[src/rtl/pll_relock_pkg.sv]
// Shared types and constants for the PLL relock sequencer.
package pll_relock_pkg;

  typedef enum logic [2:0] {
    IDLE = 3'd0,
    BYP  = 3'd1,
    OFF  = 3'd2,
    PROG = 3'd3,
    LOCK = 3'd4,
    REL  = 3'd5,
    ERR  = 3'd6
  } state_t;

  localparam logic [9:0] RATIO_RST_DEF = 10'hBC;
  localparam logic [9:0] ZDIV0_RST_DEF = 10'hC7;

endpackage

[src/rtl/pll_seq_timer.sv]
// Saturating up-counter with clear, load and a terminal-count compare.
module pll_seq_timer #(
  parameter int CNT_W = 13
) (
  input  logic             clk,
  input  logic             rst,
  input  logic             clear,
  input  logic             load,
  input  logic [CNT_W-1:0] load_val,
  input  logic             inc,
  input  logic [CNT_W-1:0] term,
  output logic             at_term
);

  logic [CNT_W-1:0] count;

  // Clear beats load beats increment; the count sticks at all-ones rather than wrapping.
  always_ff @(posedge clk) begin
    if (rst || clear) begin
      count <= '0;
    end else if (load) begin
      count <= load_val;
    end else if (inc && (count != '1)) begin
      count <= count + CNT_W'(1);
    end
  end

  assign at_term = (count == term);

endmodule

[src/rtl/pll_relock_seq.sv]
// Sequences a glitch-safe PLL ratio change: bypass, power-cycle, program, wait for lock, release.
module pll_relock_seq
  import pll_relock_pkg::*;
#(
  parameter int RATIO_W      = 10,
  parameter int ZDIV_W       = 10,
  parameter int OFF_CYC      = 16,
  parameter int SETTLE_CYC   = 64,
  parameter int LOCK_TIMEOUT = 4096,
  parameter int CNT_W        = 13,
  parameter logic [RATIO_W-1:0] RATIO_RST = RATIO_RST_DEF,
  parameter logic [ZDIV_W-1:0]  ZDIV0_RST = ZDIV0_RST_DEF
) (
  input  logic               clk,
  input  logic               rst,
  input  logic               req_valid,
  output logic               req_ready,
  input  logic [RATIO_W-1:0] req_ratio,
  input  logic [ZDIV_W-1:0]  req_zdiv0,
  input  logic               pll_lock,
  input  logic               err_clr,
  output logic               pll_en,
  output logic               pll_bypass,
  output logic [RATIO_W-1:0] pll_ratio,
  output logic [ZDIV_W-1:0]  pll_zdiv0,
  output logic               busy,
  output logic               done,
  output logic               err
);

  localparam logic [CNT_W-1:0] OFF_TERM    = CNT_W'(OFF_CYC - 1);
  localparam logic [CNT_W-1:0] TIMEOUT_TERM = CNT_W'(LOCK_TIMEOUT - 1);
  localparam logic [CNT_W-1:0] SETTLE_TERM = CNT_W'(SETTLE_CYC - 1);

  state_t             state, state_n;
  logic               phase_tc, settle_tc;
  logic [RATIO_W-1:0] ratio_q;
  logic [ZDIV_W-1:0]  zdiv0_q;

  // Terminal compares fire one cycle early so the count equals the cycles spent in the state.
  pll_seq_timer #(.CNT_W(CNT_W)) u_phase_timer (
    .clk      (clk),
    .rst      (rst),
    .clear    (state_n != state),
    .load     (1'b0),
    .load_val ('0),
    .inc      (1'b1),
    .term     ((state == OFF) ? OFF_TERM : TIMEOUT_TERM),
    .at_term  (phase_tc)
  );

  pll_seq_timer #(.CNT_W(CNT_W)) u_settle_timer (
    .clk      (clk),
    .rst      (rst),
    .clear    ((state_n != state) || !pll_lock),
    .load     (1'b0),
    .load_val ('0),
    .inc      (1'b1),
    .term     (SETTLE_TERM),
    .at_term  (settle_tc)
  );

  always_comb begin
    state_n = state;
    unique case (state)
      IDLE: if (req_valid && req_ready) state_n = BYP;
      BYP:  state_n = OFF;
      OFF:  if (phase_tc) state_n = PROG;
      PROG: state_n = LOCK;
      LOCK: begin
        if (pll_lock && settle_tc) state_n = REL;
        else if (phase_tc)         state_n = ERR;
      end
      REL:  state_n = IDLE;
      ERR:  if (err_clr) state_n = BYP;
      default: state_n = IDLE;
    endcase
  end

  // Outputs are decoded from the next state so they line up with the state they describe.
  always_ff @(posedge clk) begin
    if (rst) begin
      state      <= IDLE;
      req_ready  <= 1'b1;
      pll_en     <= 1'b1;
      pll_bypass <= 1'b0;
      pll_ratio  <= RATIO_RST;
      pll_zdiv0  <= ZDIV0_RST;
      busy       <= 1'b0;
      done       <= 1'b0;
      err        <= 1'b0;
      ratio_q    <= RATIO_RST;
      zdiv0_q    <= ZDIV0_RST;
    end else begin
      state      <= state_n;
      req_ready  <= (state_n == IDLE);
      pll_en     <= !(state_n inside {OFF, PROG, ERR});
      pll_bypass <= (state_n inside {BYP, OFF, PROG, LOCK, ERR});
      busy       <= (state_n != IDLE);
      done       <= (state_n == REL);
      err        <= (state_n == ERR);
      if (req_valid && req_ready) begin
        ratio_q <= req_ratio;
        zdiv0_q <= req_zdiv0;
      end
      if (state == PROG) begin
        pll_ratio <= ratio_q;
        pll_zdiv0 <= zdiv0_q;
      end
    end
  end

endmodule

[config.mk]
export PLATFORM = sky130hd
export DESIGN_NAME = pll_relock_seq
export DESIGN_NICKNAME = d
export VERILOG_FILES = /design/src/rtl/pll_relock_pkg.sv /design/src/rtl/pll_seq_timer.sv /design/src/rtl/pll_relock_seq.sv
export SDC_FILE = /design/constraint.sdc
export NUM_CORES = 1
export LEC_CHECK = 0
export ABC_CLOCK_PERIOD_IN_PS = 2700
export BUFFER_PORTS_ARGS = -buffer_cell sky130_fd_sc_hd__buf_2
export CORE_UTILIZATION = 35
export DETAILED_ROUTE_END_ITERATION = 10
export GPL_ROUTABILITY_DRIVEN = 0
export PLACE_DENSITY = 0.58
export SYNTH_ARGS = -nofsm -noshare
export SYNTH_HDL_FRONTEND = slang
export SYNTH_SLANG_ARGS = --single-unit
[constraint.sdc]
create_clock -name clk -period 2.7 [get_ports clk]
set_clock_uncertainty 0.15 [all_clocks]
set_input_delay 0.27 -clock clk [delete_from_list [all_inputs] [get_ports clk]]
set_output_delay 0.27 -clock clk [all_outputs]
set_load 0.01 [all_outputs]
==> impl_metrics.ini, run 1 <==
[synth]
synthTopCellsByCount = nand2_1, dfxtp_1, a21oi_1, nand3b_1, nor2_1
synth_top_cell_by_area = dfxtp_1
post_synth.cell_area_avg_sq_um = 8.72
synthesis.area_sq_um = 3080
synthAdderAreaFrac_pct = 0.813
synthesis.instances = 353
synth_edf_count = 0
ys_async_sr_fraction_pct = 0
synth_xor_area_share_pct = 5.12
share_of_synthesized_area_spent_on_multiplexers_pct = 0.691
mappedNetlistNets = 380
synth_top_cells_by_area = dfxtp_1, nand2_1, nand3b_1
yosysSeqAreaShare_pct = 48.8
synth_compound_gate_area_share_pct = 9.27
ys_seq_elements = 75
yosysUniqueCellTypes = 43
synth_top_family_by_area = simple AND/OR/NAND/NOR gates
post_synth_and_or_nand_nor_area_fraction_pct = 32.3
count_of_synthesis_stage_warnings_from_yosys = 0
yosys.cell_count.top_type = nand2_1
synth.top_cell.area_share_pct = 48.8
synthFlopType = dfxtp_1

[job]
max_cap_violations = 0

[routing]
drt-total-wl_um = 6350
via_count = 2631
drtIter0Drc = 92
route.detailed.wl_per_inst_um = 12.0
final_antenna_net_count = 0
route.detailed.vias_per_inst = 4.97
route.detailed.drc = 0
drt-pass1-iter-count = 4

[cells_and_area]
final_util_pct = 45.2
final_net_count = 446
share_of_post_route_cells_with_drive_strength_above_1_pct = 18.6
area.growth.synth_to_final_pct = 23.1
fillCellCount = 846
antenna_cells = 0

[global_route]
number_of_antenna_violations_at_the_first_check_in_global_routing = 0
gr-usage-all-layers_pct = 14.8
pin_count_of_the_biggest_net_entering_global_routing = 49
grt-ovfl-total = 0
first_global_vias = 2331
grt_pass1_wl_um = 10500

[setup_path]
cp-start-kind = flop
worstPathMaxFanout = 11
criticalPathCategory = reg2reg
crit_slowest_cell = or4_4
crit_path_end_kind = flop
critPathArrivalTime_ns = 2.31
slowest_delay_ns = 0.57
rr_worst_depth = 5
timing.critical_path.cells = or4_4 -> nor4_4 -> nor2_1 -> o211a_1 -> and3_1
critPathRequiredTime_ns = 2.80

[worst_hold_path]
hp-class = in2reg
hold-path-cell-count = 3

[clocking]
clock_tree.root_cell = clkbuf_8
cts_inserted_buffers = 9
cts-root-to-sink-buffers = 2
cts_tree = built
clkLatencyLatePin_ns = 0.35
clkTransAtPathRegs_ns = 0.08
cts_resized = 0
ctsHtreeMaxLevel = 3
numClockSinks = 75

[timing]
setup_ws_ns = 0.483
timing_worst_slew_pin_value_ns = 0.762
finalMaxSlewViolations = 0
fmax_mhz = 451
final.min_clock_period_ns = 2.22
hold_viol = 0
min_period_over_period_pct = 82.1
grt_setup_unrepaired = no
final.setup.tns_ns = 0
setup_violations = 0
slew_headroom_pct = 49.2

[run_status]
status = finished clean

[die]
fp.dieArea_sq_um = 9170
die_h_um = 95.8
core_box_area_sq_um = 8380
io-pin-count = 51
initial_utilization_pct = 36.7
die_width_um = 95.8
placementRows = 33

[power_and_ir_drop]
ir_drop_v = 0.000235
pwr_density_cell_nw_per_um2 = 578
leak_pwr_uw = 0.00156

[placement]
io_buffer_count = 50
hpwlAfterDp_um = 4180
placement_setup_slack_ns = 0.504
cell type report:
class / instances / area, sq um / share of cell area (%)
clock buffers: 9 / 124 / 3.27
clock inverters: 7 / 58.8 / 1.55
inverters: 3 / 11.3 / 0.297
multi-input cells: 256 / 1490 / 39.3
flip-flops and latches: 75 / 1500 / 39.6
well taps: 105 / 131 / 3.47
repair buffers: 74 / 475 / 12.5
sequential cells by signal, summed over array words and instances (netlist names):
signal and flops:
u_settle_timer.count 13, done 1, req_ready 1, pll_ratio 10, zdiv0_q 10, u_phase_timer.count 13
err 1, pll_bypass 1, pll_en 1, state 3, pll_zdiv0 10, busy 1
ratio_q 10
critical path, delay by kind of cell, from the launching register on:
kind             cells  cell delay (ns)
flip-flops           1             0.38
AND/OR/NAND/NOR      4             1.24
AO/OA/AOI/OAI        1             0.35
path summary, 6_finish.rpt:
check | from | endpoint | slack, ns
setup reg to reg | u_phase_timer.count[4]$_SDFFE_PP0P_ | u_settle_timer.count[12]$_SDFFE_PP0P_ | 0.48
setup / recovery | u_phase_timer.count[4]$_SDFFE_PP0P_ | u_settle_timer.count[12]$_SDFFE_PP0P_ | 0.48
hold / removal | req_zdiv0[8] | zdiv0_q[8]$_SDFFE_PP0P_ | 0.02
hold reg to reg | pll_ratio[8]$_SDFFE_PP0P_ | pll_ratio[8]$_SDFFE_PP0P_ | 0.30
per-stage QoR:
step           instance area, sq um  hold WS [ns]  total power [uW]  cells
3_3_place_gp                   3430         0.287              1410    495
4_1_cts                        3790       0.00242              2230    529
6_report                       3790        0.0224              2190    529
5_1_grt                        3790        0.0208              2300    529
3_5_place_dp                   3430         0.293              1410    495
2_1_floorplan                  3080         0.200              1340    353
report_power, final:
group / total, uW / switching [uW] / internal [uW]
logic: 221 / 122 / 99.0
clock network: 788 / 439 / 349
registers: 1180 / 28.4 / 1150
cells by family after synthesis:
kind of cell / after synthesis
AO/OA/AOI/OAI: 44
XOR/XNOR: 18
adder cells (fa/ha/maj): 2
buffers and inverters: 22
flip-flops: 75
multiplexers: 2
AND/OR/NAND/NOR: 190
metal layers:
layer	wire length, um	global-route usage, %	vias up
li1	-	-	1354
met1	3110	18.0	1205
met2	2880	24.9	63
met3	267	4.50	9
met4	97	5.10	0
met5	0	0	-
timing repair:
action	CTS	global route
endpoints found under the hold margin	18	0
setup buffers	0	0
hold buffers	18	0
cells in the final DEF, fill, tap and decap left out, types with 2 or more instances in the layout:
cell type,Yosys,routed
o31ai_1,2,2
nand2b_1,2,2
nand2_1,87,87
buf_2,0,50
nand3_1,7,7
o2111ai_1,2,2
inv_6,0,3
dfxtp_1,75,75
clkbuf_8,0,9
and4_1,5,5
nor2_1,19,19
nand3b_1,22,22
a31oi_1,5,5
o211ai_1,4,4
nor3b_1,4,3
xor2_1,4,4
nor4_1,3,3
dlygate4sd3_1,0,18
nand4_1,5,5
a21oi_1,22,22
ha_1,2,2
buf_4,1,6
xnor2_1,14,14
nor4b_1,3,3
o21ai_0,2,2
and2_1,3,3
and3_1,18,18
inv_1,3,3
nor3_1,5,5
No activity file was read; power rests on OpenSTA's default activity.
==> run 2, diff against run 1 <==
- ABC_CLOCK_PERIOD_IN_PS: 2700 -> 1800
- PLACE_DENSITY: 0.58 -> 0.6
- clock period: 2.7 -> 1.8 ns (I/O delays scaled with it)
==> impl_metrics.ini, run 2 (synthesized netlist as in run 1, its figures left out) <==
[timing]
slew_headroom_pct = 65.3
hold_viol = 0
timing_worst_slew_pin_value_ns = 0.516
final.setup.tns_ns = -6.74
finalMaxSlewViolations = 0
grt_setup_unrepaired = yes
fmax_mhz = 488
setup_violations = 34
setup_ws_ns = -0.251
min_period_over_period_pct = 114
final.min_clock_period_ns = 2.05

[routing]
final_antenna_net_count = 0
drt-pass1-iter-count = 4
drt-total-wl_um = 7090
route.detailed.vias_per_inst = 4.85
via_count = 2775
drtIter0Drc = 64
route.detailed.wl_per_inst_um = 12.4
route.detailed.drc = 0

[die]
die_h_um = 95.8
initial_utilization_pct = 36.7
placementRows = 33
die_width_um = 95.8
core_box_area_sq_um = 8380
io-pin-count = 51
fp.dieArea_sq_um = 9170

[clocking]
clkLatencyLatePin_ns = 0.34
clkTransAtPathRegs_ns = 0.08
cts_inserted_buffers = 9
clock_tree.root_cell = clkbuf_8
cts-root-to-sink-buffers = 2
cts_tree = built
numClockSinks = 75
ctsHtreeMaxLevel = 3

[cells_and_area]
final-instance-count-excl-fill = 572
fillCellCount = 844
regArea_sq_um = 1500
multiInputGateArea_sq_um = 1540
antenna_cells = 0
final_net_count = 489
share_of_post_route_cells_with_drive_strength_above_1_pct = 27.2
layout_commonest_cell = nand2_1
area.growth.synth_to_final_pct = 38.6
largestRegisters = u_phase_timer.count (13), u_settle_timer.count (13)
layout.cells.most_common_list = nand2_1, dfxtp_1, buf_2

[power_and_ir_drop]
leak_pwr_uw = 0.00182
combinational_share_of_power_pct = 11.0
power.share.sequential_pct = 47.5
swShare_pct = 23.1
pwr_density_cell_nw_per_um2 = 871
internal_power_uw = 2860
switching_power_uw = 858
ir_drop_v = 0.000432
share_clk_of_total_power_pct = 41.5

[global_route]
first_global_vias = 2648
grt-ovfl-total = 0
grt_pass1_wl_um = 11900
number_of_antenna_violations_at_the_first_check_in_global_routing = 0
pin_count_of_the_biggest_net_entering_global_routing = 49
gr-usage-all-layers_pct = 16.9

[setup_path]
critPathArrivalTime_ns = 2.14
critPathRequiredTime_ns = 1.89
crit_slowest_cell = or4_4
timing.critical_path.cells = or4_4 -> nor4_4 -> nor2_2 -> o31a_1 -> a31o_1
cp-start-kind = flop
crit_path_end_kind = flop
criticalPathCategory = reg2reg
worstPathMaxFanout = 4
slowest_delay_ns = 0.55

[placement]
dp_cells = 533
hpwlAfterDp_um = 4750
io_buffer_count = 50

[job]
max_cap_violations = 0

[run_status]
status = finished, violations left
violations_in_the_final_reports = setup timing

[worst_hold_path]
hp-class = in2reg
[run 2: cell types whose count changed in the layout (fill, tap and decap cells not counted), sizes merged]
cell	previous run	this run
clkinvlp	1	2
inv	7	3
clkbuf	9	10
buf	56	96
bufinv	0	3
clkinv	2	1
dlygate4sd3	18	21
[run 2: stage by stage]
stage / area, sq um / total power (uW) / worst slack [ns] / util, % / hold WS, ns
floorplan: 3090 / 2020 / -0.206 / - / 0.110
global placement: 3760 / 2160 / -0.257 / 44.9 / 0.245
detailed placement: 3760 / 2170 / -0.296 / 44.9 / 0.248
CTS: 4240 / 3750 / -0.241 / 50.5 / 0.125
global route: 4270 / 3890 / -0.370 / 50.9 / 0.155
finish: 4270 / 3720 / -0.251 / 50.9 / 0.136
[run 2: final cells by class]
type / count / area share, %
repair buffers: 117 / 19.8
well taps: 105 / 3.08
multi-input cells: 256 / 36.0
clock inverters: 6 / 2.67
inverters: 3 / 0.264
flip-flops and latches: 75 / 35.2
clock buffers: 10 / 2.99
[run 2: final timing paths]
| path | startpoint | end | slack, ns | depth (start not counted) |
|---|---|---|---|---|
| worst max-delay path | u_phase_timer.count[4]$_SDFFE_PP0P_ | req_ready$_SDFF_PP1_ | -0.25 | 5 |
| worst min-delay path | pll_lock | u_settle_timer.count[4]$_SDFFE_PP0P_ | 0.14 | 3 |
| worst max register to register | u_phase_timer.count[4]$_SDFFE_PP0P_ | req_ready$_SDFF_PP1_ | -0.25 | 5 |
| worst min register to register | zdiv0_q[9]$_SDFFE_PP0P_ | pll_zdiv0[9]$_SDFFE_PP0P_ | 0.30 | 2 |
[run 2: worst max-delay path: cells and delay by family, from the launching register on]
| family | cells | cell delay, ns |
|---|---|---|
| AND/OR/NAND/NOR | 3 | 0.99 |
| flip-flops | 1 | 0.32 |
| AO/OA/AOI/OAI | 2 | 0.50 |
[run 2: repair_timing]
| action | CTS | global route |
|---|---|---|
| buffers inserted | 1 | 1 |
| pin swaps | 3 | 3 |
| endpoints found under the hold margin | 23 | 0 |
| setup endpoints to repair | 33 | 34 |
| hold buffers | 21 | 0 |
| resized for setup | 4 | 3 |
[run 2: layer usage]
| layer | wire [um] | track usage [%] |
|---|---|---|
| met2 | 3520 | 30.1 |
| met1 | 3220 | 19.7 |
| met3 | 287 | 4.66 |
| met4 | 65 | 5.22 |
| met5 | 0 | 0 |
[run 2: power by group through the flow]
stage	logic (uW)	registers (uW)	clock network (uW)
2_1_floorplan	212	1810	0
3_3_place_gp	362	1800	0
3_5_place_dp	366	1800	0
4_1_cts	407	1760	1580
5_1_grt	459	1770	1660
6_report	410	1760	1540
